**src/rtl/pla_pkg.sv**
```systemverilog
// Shared state encoding, opcode constants and opcode decode for the accelerator
// control PLA.
package pla_pkg;

    typedef enum logic [2:0] {
        ST_IDLE  = 3'd0,
        ST_READ  = 3'd1,
        ST_WRITE = 3'd2,
        ST_DONE  = 3'd3,
        ST_ERROR = 3'd4
    } pla_state_t;

    localparam int unsigned OP_NOP     = 0;
    localparam int unsigned ONEHOT_MAX = 32;

    // Opcode k (k >= 1) selects accelerator k-1; NOP and out-of-range codes give no bit.
    function automatic logic [ONEHOT_MAX-1:0] op_to_onehot(input int unsigned op);
        logic [ONEHOT_MAX-1:0] result;
        result = '0;
        if (op != OP_NOP && op <= ONEHOT_MAX)
            result = ONEHOT_MAX'(1) << (op - 1);
        return result;
    endfunction

endpackage

```
**src/rtl/pla_watchdog.sv**
```systemverilog
// Per-phase watchdog: saturating cycle counter that flags expiry once a phase has
// lasted TIMEOUT_CYCLES cycles.
module pla_watchdog #(
    parameter int TIMEOUT_W      = 16,
    parameter int TIMEOUT_CYCLES = 1024
) (
    input  logic clk,
    input  logic reset,
    input  logic clear,
    input  logic run,
    output logic expired
);

    localparam logic [TIMEOUT_W-1:0] LIMIT = TIMEOUT_W'(TIMEOUT_CYCLES - 1);

    logic [TIMEOUT_W-1:0] count_reg;

    // Holds at LIMIT rather than wrapping, so expiry stays asserted until cleared.
    always_ff @(posedge clk or negedge reset) begin
        if (!reset) begin
            count_reg <= '0;
        end else if (clear) begin
            count_reg <= '0;
        end else if (run && count_reg != LIMIT) begin
            count_reg <= count_reg + 1'b1;
        end
    end

    assign expired = (count_reg == LIMIT);

endmodule

```
**src/rtl/pla_ctrl_n.sv**
```systemverilog
// Sequences one of NUM_ACC accelerators through RAM read and write phases, with
// abort, per-phase watchdog and illegal-opcode rejection.
module pla_ctrl_n
    import pla_pkg::*;
#(
    parameter int NUM_ACC        = 3,
    parameter int INSTR_W        = 32,
    parameter int OPCODE_W       = 2,
    parameter int TIMEOUT_W      = 16,
    parameter int TIMEOUT_CYCLES = 1024
) (
    input  logic                clk,
    input  logic                reset,
    input  logic [INSTR_W-1:0]  instruction,
    input  logic                instr_valid,
    output logic                instr_ready,
    input  logic [NUM_ACC-1:0]  read_done,
    input  logic [NUM_ACC-1:0]  write_done,
    input  logic                abort,
    input  logic                error_clear,
    output logic [NUM_ACC-1:0]  acc_enable,
    output logic                ram_read_enable,
    output logic                ram_write_enable,
    output logic                acc_done,
    output logic                acc_busy,
    output logic                acc_error,
    output logic [OPCODE_W-1:0] active_id
);

    pla_state_t            state_reg;
    logic                  instr_ready_reg;
    logic [NUM_ACC-1:0]    acc_enable_reg;
    logic                  ram_read_enable_reg;
    logic                  ram_write_enable_reg;
    logic                  acc_done_reg;
    logic                  acc_busy_reg;
    logic                  acc_error_reg;
    logic [OPCODE_W-1:0]   active_id_reg;

    logic [OPCODE_W-1:0]   op;
    logic [31:0]           op_u;
    logic [ONEHOT_MAX-1:0] onehot_full;
    logic [NUM_ACC-1:0]    op_onehot;
    logic [NUM_ACC-1:0]    read_hit_vec;
    logic [NUM_ACC-1:0]    write_hit_vec;
    logic                  read_hit;
    logic                  write_hit;
    logic                  wd_clear;
    logic                  wd_expired;
    logic                  unused_bits;

    assign op          = instruction[OPCODE_W-1:0];
    assign op_u        = 32'(op);
    assign onehot_full = op_to_onehot(op_u);
    assign op_onehot   = onehot_full[NUM_ACC-1:0];
    assign unused_bits = ^{instruction[INSTR_W-1:OPCODE_W], onehot_full[ONEHOT_MAX-1:NUM_ACC]};

    // acc_enable_reg doubles as the selection mask while a phase is running.
    generate
        for (genvar gi = 0; gi < NUM_ACC; gi++) begin : g_hit
            assign read_hit_vec[gi]  = read_done[gi]  & acc_enable_reg[gi];
            assign write_hit_vec[gi] = write_done[gi] & acc_enable_reg[gi];
        end
    endgenerate

    assign read_hit  = |read_hit_vec;
    assign write_hit = |write_hit_vec;

    // Counter is held at zero outside the phases and re-zeroed on the READ->WRITE step.
    assign wd_clear = ((state_reg != ST_READ) && (state_reg != ST_WRITE)) ||
                      ((state_reg == ST_READ) && read_hit);

    pla_watchdog #(
        .TIMEOUT_W      (TIMEOUT_W),
        .TIMEOUT_CYCLES (TIMEOUT_CYCLES)
    ) u_watchdog (
        .clk     (clk),
        .reset   (reset),
        .clear   (wd_clear),
        .run     (acc_busy_reg),
        .expired (wd_expired)
    );

    always_ff @(posedge clk or negedge reset) begin
        if (!reset) begin
            state_reg            <= ST_IDLE;
            instr_ready_reg      <= 1'b1;
            acc_enable_reg       <= '0;
            ram_read_enable_reg  <= 1'b0;
            ram_write_enable_reg <= 1'b0;
            acc_done_reg         <= 1'b0;
            acc_busy_reg         <= 1'b0;
            acc_error_reg        <= 1'b0;
            active_id_reg        <= '0;
        end else begin
            acc_done_reg <= 1'b0;
            if (error_clear)
                acc_error_reg <= 1'b0;

            case (state_reg)
                ST_IDLE: begin
                    if (instr_valid && op_u != OP_NOP) begin
                        instr_ready_reg <= 1'b0;
                        if (op_u <= NUM_ACC) begin
                            state_reg           <= ST_READ;
                            active_id_reg       <= op;
                            acc_enable_reg      <= op_onehot;
                            ram_read_enable_reg <= 1'b1;
                            acc_busy_reg        <= 1'b1;
                        end else begin
                            state_reg     <= ST_ERROR;
                            acc_error_reg <= 1'b1;
                        end
                    end
                end

                ST_READ, ST_WRITE: begin
                    // Priority: abort, then done, then watchdog expiry.
                    if (abort) begin
                        state_reg            <= ST_IDLE;
                        instr_ready_reg      <= 1'b1;
                        acc_enable_reg       <= '0;
                        ram_read_enable_reg  <= 1'b0;
                        ram_write_enable_reg <= 1'b0;
                        acc_busy_reg         <= 1'b0;
                    end else if (write_hit && (state_reg == ST_WRITE || read_hit)) begin
                        state_reg            <= ST_DONE;
                        acc_done_reg         <= 1'b1;
                        acc_enable_reg       <= '0;
                        ram_read_enable_reg  <= 1'b0;
                        ram_write_enable_reg <= 1'b0;
                        acc_busy_reg         <= 1'b0;
                    end else if (state_reg == ST_READ && read_hit) begin
                        state_reg            <= ST_WRITE;
                        ram_read_enable_reg  <= 1'b0;
                        ram_write_enable_reg <= 1'b1;
                    end else if (wd_expired) begin
                        state_reg            <= ST_ERROR;
                        acc_error_reg        <= 1'b1;
                        acc_enable_reg       <= '0;
                        ram_read_enable_reg  <= 1'b0;
                        ram_write_enable_reg <= 1'b0;
                        acc_busy_reg         <= 1'b0;
                    end
                end

                ST_DONE: begin
                    state_reg       <= ST_IDLE;
                    instr_ready_reg <= 1'b1;
                end

                ST_ERROR: begin
                    if (error_clear) begin
                        state_reg       <= ST_IDLE;
                        instr_ready_reg <= 1'b1;
                    end
                end

                default: begin
                    state_reg            <= ST_IDLE;
                    instr_ready_reg      <= 1'b1;
                    acc_enable_reg       <= '0;
                    ram_read_enable_reg  <= 1'b0;
                    ram_write_enable_reg <= 1'b0;
                    acc_busy_reg         <= 1'b0;
                end
            endcase
        end
    end

    assign instr_ready      = instr_ready_reg;
    assign acc_enable       = acc_enable_reg;
    assign ram_read_enable  = ram_read_enable_reg;
    assign ram_write_enable = ram_write_enable_reg;
    assign acc_done         = acc_done_reg;
    assign acc_busy         = acc_busy_reg;
    assign acc_error        = acc_error_reg;
    assign active_id        = active_id_reg;

endmodule

```
**config.mk**
```make
export PLATFORM = sky130hd
export DESIGN_NAME = pla_ctrl_n
export DESIGN_NICKNAME = d
export VERILOG_FILES = /design/src/rtl/pla_pkg.sv /design/src/rtl/pla_watchdog.sv /design/src/rtl/pla_ctrl_n.sv
export SDC_FILE = /design/constraint.sdc
export NUM_CORES = 1
export LEC_CHECK = 0
export ABC_AREA = 0
export BUFFER_PORTS_ARGS = -buffer_cell sky130_fd_sc_hd__buf_2
export CELL_PAD_IN_SITES_DETAIL_PLACEMENT = 2
export CELL_PAD_IN_SITES_GLOBAL_PLACEMENT = 2
export CORE_MARGIN = 5
export CORE_UTILIZATION = 30
export CTS_CLUSTER_DIAMETER = 150
export DETAILED_ROUTE_END_ITERATION = 8
export PLACE_DENSITY = 0.8
export SYNTH_ARGS = -nofsm -noshare
export SYNTH_HDL_FRONTEND = slang
export SYNTH_SLANG_ARGS = --single-unit
```
**constraint.sdc**
```tcl
create_clock -name clk -period 2.1 [get_ports clk]
set_input_delay 0.21 -clock clk [delete_from_list [all_inputs] [get_ports clk]]
set_output_delay 0.21 -clock clk [all_outputs]
set_load 0.01 [all_outputs]
```
==> impl_metrics.py, run 1 <==
metrics = {
    "setup_path": {
        "r2r-start": "u_watchdog.count_reg[0]$_DFFE_PN0P_",
        "worstPathArrival_ps": 2160,
        "end_kind": "flop",
        "crit_family": "simple AND/OR/NAND/NOR gates",
        "cpMaxStageDelayCell": "or4_1",
        "r2r-end": "u_watchdog.count_reg[6]$_DFFE_PN0P_",
        "cp-start-kind": "flop",
        "path_class": "flop to flop",
        "r2r_cells": 6,
        "crit_path_cell_trace": "ha_1, nor4bb_1, and4_1, buf_4, or4_1, a21oi_1",
        "critical_path.max_stage_delay_ps": 470,
        "cp_num_buf_inv": 1,
        "critPathMaxFanout": 8,
        "required_ps": 2320,
        "r2r_slack_ps": 160,
    },
    "grt": {
        "grt_pass1_vias": 1899,
        "grt_usage_pct": 16.07,
        "antenna_found_initial": 0,
        "grt_max_degree": 31,
        "gr-total-overflow": 0,
        "grt_pass1_wl_mm": 9.404,
    },
    "placement": {
        "dp_slack_ps": 162.4,
        "numPortBuffers": 23,
        "gp_routability_congestion": 0.7745,
        "dp_hpwl_mm": 4.115,
    },
    "layout": {
        "syn_to_final_growth_pct": 23.02,
        "nFillCells": 640,
        "largest_register_ffs": 16,
        "antenna_cells": 0,
        "layout-drive-gt1-share_pct": 22.75,
        "fin_nets": 276,
    },
    "floorplan": {
        "start_util_pct": 31.20,
        "design.die.area_mm2": 0.007420,
        "io_pins": 54,
        "die_width_um": 86.14,
        "core_mm2": 0.005574,
        "die_h_um": 86.14,
        "rows": 27,
    },
    "yosys": {
        "ys_warn_count": 0,
        "synthesis.area_mm2": 0.001739,
        "yosysSeqAreaShare_pct": 43.24,
        "syn_inst": 190,
        "syn_area_per_cell_um2": 9.154,
        "yosys_register_bits": 30,
        "syn_nets": 234,
        "yosysUniqueCellTypes": 46,
        "async_flop_share_pct": 100.0,
        "ys.flop_type": "dfrtp_1",
        "synth-edff-count": 0,
    },
    "pwr": {
        "p_total_uw": 2239,
        "ir_worst_vdd_mv": 0.5553,
        "p_leak_uw": 0.0008648,
        "powerDensity_mw_per_mm2": 1047,
    },
    "timing": {
        "finalHoldViolCount": 0,
        "finalCriticalPeriod_ps": 1940,
        "worst_hold_slack_ps": 141.4,
        "rsz0062_at_grt": "no",
        "slew_viol_final": 0,
        "tightest_slew_ps": 753.3,
        "finalCritPeriodShare_pct": 92.37,
        "finalSetupTns_ps": 0,
        "relSlewSlack_pct": 49.78,
        "setup_viol": 0,
        "fin_ws_ps": 160.2,
        "max_freq_mhz": 515.5,
        "fin_skew_ps": 9.459,
    },
    "routing": {
        "viasPerCell": 5.738,
        "drc": 0,
        "antenna_left": 0,
        "vias": 1750,
        "finalWirelength_mm": 5.676,
        "wl_per_cell_um": 18.61,
        "drt_pre_antenna_iters": 4,
        "drt-initial-drc-count": 86,
    },
    "min_path": {
        "holdPathStages": 2,
        "hold_start": "error_clear",
        "min_to": "acc_error$_DFF_PN0_",
        "hold_path_class": "input port to flop",
    },
    "clock_tree": {
        "cts_buffers": 5,
        "cts.sinks": 30,
        "cts-root-buf": "clkbuf_8",
        "h-tree-depth": 2,
        "clkLatencyLatePin_ps": 290,
        "clock_path_buffers": 2,
        "path_clk_slew_ps": 70,
        "tritoncts": "done",
    },
    "run": {
        "max_cap_violations": 0,
    },
    "status": {
        "status": "completed",
    },
}
-- what timing repair did --
item                                    CTS  global route
endpoints found under the setup margin    0             3
hold buffers                              1             0
gates resized for setup                   0             0
hold endpoints to repair                 14             0
buffers inserted                          0             1
-- layout make-up --
class | instances | area, um2 | area share, %
Clock buffer | 8 | 90.09 | 4.211
Inverter | 8 | 30.03 | 1.404
Multi-Input combinational cell | 143 | 902.1 | 42.16
Sequential cell | 30 | 752.0 | 35.15
Tap cell | 72 | 90.09 | 4.211
Timing Repair Buffer | 44 | 275.3 | 12.87
-- synthesized netlist by cell type, drive strengths merged, types with 3 or more instances --
master	count	area share, %
o31ai	7	3.0
inv	8	1.7
and3	3	1.1
or4	8	3.5
dfrtp	29	42
nand4	7	2.5
clkbuf	4	0.86
nor2	7	1.5
nor4	5	1.8
o221ai	4	2.0
buf	5	2.3
a21oi	18	5.2
or3	4	1.4
o21ai	15	4.3
nand2b	5	1.8
nand3	14	4.0
nand2	9	1.9
o21a	4	1.7
-- metrics by stage --
step,area [um2],instances,util [%]
finish,2140,305,38.38
global route,2140,305,38.38
CTS,2132,304,38.25
detailed placement,2032,295,36.45
global placement,2032,295,36.45
floorplan,1739,190,-
-- routing by layer --
| layer | track usage (%) | routed length [um] |
|---|---|---|
| met4 | 4.173 | 57 |
| met3 | 3.266 | 154 |
| met1 | 19.48 | 2519 |
| met2 | 28.73 | 2945 |
| met5 | 0 | 0 |
-- worst reg2reg max path, cell delays in order (launching register included) --
cell and delay, ps:
dfrtp_1 390, ha_1 240, nor4bb_1 150, and4_1 290, buf_4 190, or4_1 470
a21oi_1 150
-- power by group --
group	leakage, uW	switching, uW	internal, uW
Clock	0.0000455	230	267
Combinational	0.000420	530	390
Sequential	0.000400	130	692
Total	0.000865	890	1350
-- cell usage in the layout (no fill, tap or decap), types with 3 or more instances in the layout --
master,n
o31ai_1,7
o221ai_1,4
clkbuf_8,6
nand4_1,7
or4_1,8
buf_2,23
buf_4,20
nand2b_1,5
dfrtp_1,29
nor2_1,7
or3_1,4
nor4_1,5
o21ai_0,15
nand2_1,9
a21oi_1,18
nand3_1,14
and3_1,3
o21a_1,4
inv_1,8
-- how the worst max path moves through the flow --
stage                                         start                                   to  slack [ps]  cells past startpoint
2_1_floorplan             acc_enable[0]$_DFFE_PN0P_         ram_write_enable$_DFFE_PN0P_         220                      4
3_3_place_gp   u_watchdog.count_reg[11]$_DFFE_PN0P_            acc_enable[1]$_DFFE_PN0P_         180                      5
3_5_place_dp    u_watchdog.count_reg[0]$_DFFE_PN0P_            acc_enable[1]$_DFFE_PN0P_         160                      6
4_1_cts         u_watchdog.count_reg[0]$_DFFE_PN0P_            acc_enable[1]$_DFFE_PN0P_         140                      6
5_1_grt         u_watchdog.count_reg[0]$_DFFE_PN0P_  u_watchdog.count_reg[8]$_DFFE_PN0P_          50                      6
6_report        u_watchdog.count_reg[0]$_DFFE_PN0P_  u_watchdog.count_reg[6]$_DFFE_PN0P_         160                      6
-- cell families after synthesis --
group | share of synthesized area (%)
adders and majority gates | 0.7193
DFF | 43.24
AOI/OAI and AO/OA | 25.32
and+or+nand+nor | 24.68
muxes | 0.6474
buffers and inverters | 4.892
xor gates and xnor gates | 0.5037
Power figures use the tool's default switching activity.
==> run 2: changes to the inputs <==
- CORE_UTILIZATION: 30 -> 32
- PLACE_DENSITY: 0.8 -> 0.83
- SYNTH_HIERARCHICAL: default -> 1
- clock period: 2.1 -> 2.4 ns (I/O delays scaled with it)
==> impl_metrics.py, run 2 <==
metrics = {
    "yosys": {
        "ys.flop_type": "dfrtp_1",
        "synth_top_area_share_pct": 42.93,
        "async_flop_share_pct": 100.0,
        "ys_warn_count": 6,
        "ys_top_cells_by_count": "29 x dfrtp_1, 15 x a21oi_1, 14 x nor2_1, 8 x nand2_1, 7 x nand3_1",
        "synth-edff-count": 0,
        "yosysSeqAreaShare_pct": 44.49,
        "yosysUniqueCellTypes": 50,
        "yosys_register_bits": 30,
        "synth_top_area_cell": "dfrtp_1",
        "syn_inst": 171,
        "syn_area_per_cell_um2": 9.885,
        "synth_most_common_cell": "dfrtp_1",
        "synth_area_leaders": "dfrtp_1 43%, a21oi_1 4.4%, mux2_2 3.3%, nor2_1 3.1%, o31ai_1 2.7%",
        "synthesis.area_mm2": 0.001690,
        "syn_nets": 215,
    },
    "layout": {
        "syn_to_final_growth_pct": 19.62,
        "multi_input_area_um2": 889.6,
        "final_cell_mix": "29 x dfrtp_1, 23 x buf_2, 15 x a21oi_1, 14 x nor2_1",
        "fin_nets": 245,
        "layout-drive-gt1-share_pct": 25.25,
        "final-seq-area_um2": 752.0,
        "nFillCells": 588,
        "final_common_cell": "dfrtp_1",
        "largest_register_ffs": 16,
        "antenna_cells": 0,
    },
    "timing": {
        "finalHoldViolCount": 2,
        "finalCritPeriodShare_pct": 94.72,
        "rsz0062_at_grt": "no",
        "tightest_slew_ps": 707.1,
        "setup_viol": 0,
        "slew_viol_final": 0,
        "finalSetupTns_ps": 0,
        "worst_hold_slack_ps": -5.298,
        "max_freq_mhz": 439.9,
        "finalCriticalPeriod_ps": 2273,
        "fin_ws_ps": 126.8,
        "fin_skew_ps": 3.861,
        "relSlewSlack_pct": 52.86,
    },
    "routing": {
        "drt-initial-drc-count": 111,
        "finalWirelength_mm": 4.722,
        "drc": 0,
        "wl_per_cell_um": 17.36,
        "antenna_left": 0,
        "drt_pre_antenna_iters": 4,
        "viasPerCell": 5.551,
        "vias": 1510,
    },
    "grt": {
        "antenna_found_initial": 0,
        "gr-total-overflow": 0,
        "grt_usage_pct": 15.75,
        "grt_max_degree": 31,
        "grt_pass1_vias": 1594,
        "grt_pass1_wl_mm": 8.190,
    },
    "setup_path": {
        "crit_family": "simple AND/OR/NAND/NOR gates",
        "critical_path.max_stage_delay_ps": 580,
        "cp_num_buf_inv": 0,
        "path_depth": 4,
        "crit_path_cell_trace": "or4_4, and4bb_1, nand3b_1, or3b_1",
        "critPathMaxFanout": 10,
        "required_ps": 2560,
        "path_class": "flop to flop",
        "worstPathArrival_ps": 2440,
        "cpMaxStageDelayCell": "or4_4",
        "end_kind": "flop",
        "cp-start-kind": "flop",
        "r2r_cells": 4,
    },
    "clock_tree": {
        "cts-root-buf": "clkbuf_8",
        "cts_setup_buffers": 0,
        "cts_resized": 0,
        "path_clk_slew_ps": 70,
        "clock_path_buffers": 2,
        "clkLatencyLatePin_ps": 290,
        "h-tree-depth": 2,
        "cts_buffers": 5,
        "cts.sinks": 30,
        "tritoncts": "done",
        "cts-hold-fix-buffers": 0,
    },
    "status": {
        "status": "finished, violations left",
        "violations": "hold timing",
    },
    "floorplan": {
        "core_mm2": 0.005107,
        "die_width_um": 82.68,
        "rows": 26,
        "die_h_um": 82.68,
        "start_util_pct": 33.10,
        "design.die.area_mm2": 0.006836,
        "io_pins": 54,
    },
    "placement": {
        "numPortBuffers": 23,
        "dp_slack_ps": 169.8,
        "dp_hpwl_mm": 3.408,
        "gp_routability_congestion": 0.7140,
    },
    "pwr": {
        "p_leak_uw": 0.0008575,
        "ir_worst_vdd_mv": 0.4041,
        "powerDensity_mw_per_mm2": 925.2,
    },
    "min_path": {
        "hold_path_class": "input port to asynchronous set/reset pin",
    },
    "run": {
        "max_cap_violations": 0,
    },
}
-- run 2: changes by cell type after synthesis, moves of 3 or more --
cell      previous run  this run
o21ai_0             15         3
nand3_1             14         7
nor2_1               7        14
a31oi_1              0         5
nand4_1              7         2
mux2_2               1         5
nor2b_1              2         6
o221ai_1             4         0
a211oi_1             0         3
a21oi_1             18        15
o21a_1               4         1
-- run 2: final timing paths --
kind,slack (ps),from,end
max,130,u_watchdog/count_reg[10]$_DFFE_PN0P_,state_reg[0]$_DFFE_PN0P_
min reg2reg,490,ram_read_enable$_DFFE_PN0P_,ram_read_enable$_DFFE_PN0P_
min,-5,reset,u_watchdog/count_reg[1]$_DFFE_PN0P_
max reg2reg,130,u_watchdog/count_reg[10]$_DFFE_PN0P_,state_reg[0]$_DFFE_PN0P_
max in group asynchronous,1940,reset,state_reg[2]$_DFFE_PN0P_
min in group clk,250,instruction[0],active_id[0]$_DFFE_PN0P_
-- run 2: layout make-up --
type	instances	area share [%]
clock buffers	8	5.446
repair buffers	29	7.921
inverters	6	1.114
multi-input cells	129	44.00
well taps	70	4.332
flip-flops and latches	30	37.19
-- run 2: metal layers --
metal | part of all wire, % | vias up | global-route usage (%) | wire (um)
met5 | 0 | - | 0 | 0
met4 | 1.4 | 0 | 4.902 | 65
met3 | 2.8 | 7 | 3.688 | 130
met2 | 52 | 25 | 27.64 | 2447
met1 | 44 | 765 | 18.96 | 2078
li1 | - | 713 | - | -
-- run 2: worst register-to-register path, delay by kind of cell, from the launching register on --
kind | cells | cell delay, ps
DFF | 1 | 430
and+or+nand+nor | 4 | 1720
-- run 2: kinds of logic after synthesis --
family                     count (synthesis)  share of synthesized area, %
muxes                                      7                         4.811
DFF                                       30                         44.49
buffers and inverters                     12                         3.257
adders and majority gates                  1                        0.7401
and+or+nand+nor                           76                         27.83
AOI/OAI and AO/OA                         44                         18.36
xor gates and xnor gates                   1                        0.5182
-- run 2: power by group --
part	switching, uW	internal, uW	leakage, uW
clock	196	289	0.0000575
sequential	102	606	0.000403
combinational	384	293	0.000397
-- run 2: stage by stage --
step / utilization (%) / instance area [um2] / power [uW] / instances
global placement: 37.43 / 1912 / 1373 / 264
global route: 39.59 / 2022 / 2014 / 272
floorplan: - / 1690 / 1127 / 171
finish: 39.59 / 2022 / 1871 / 272
CTS: 39.59 / 2022 / 1904 / 272
detailed placement: 37.43 / 1912 / 1405 / 264
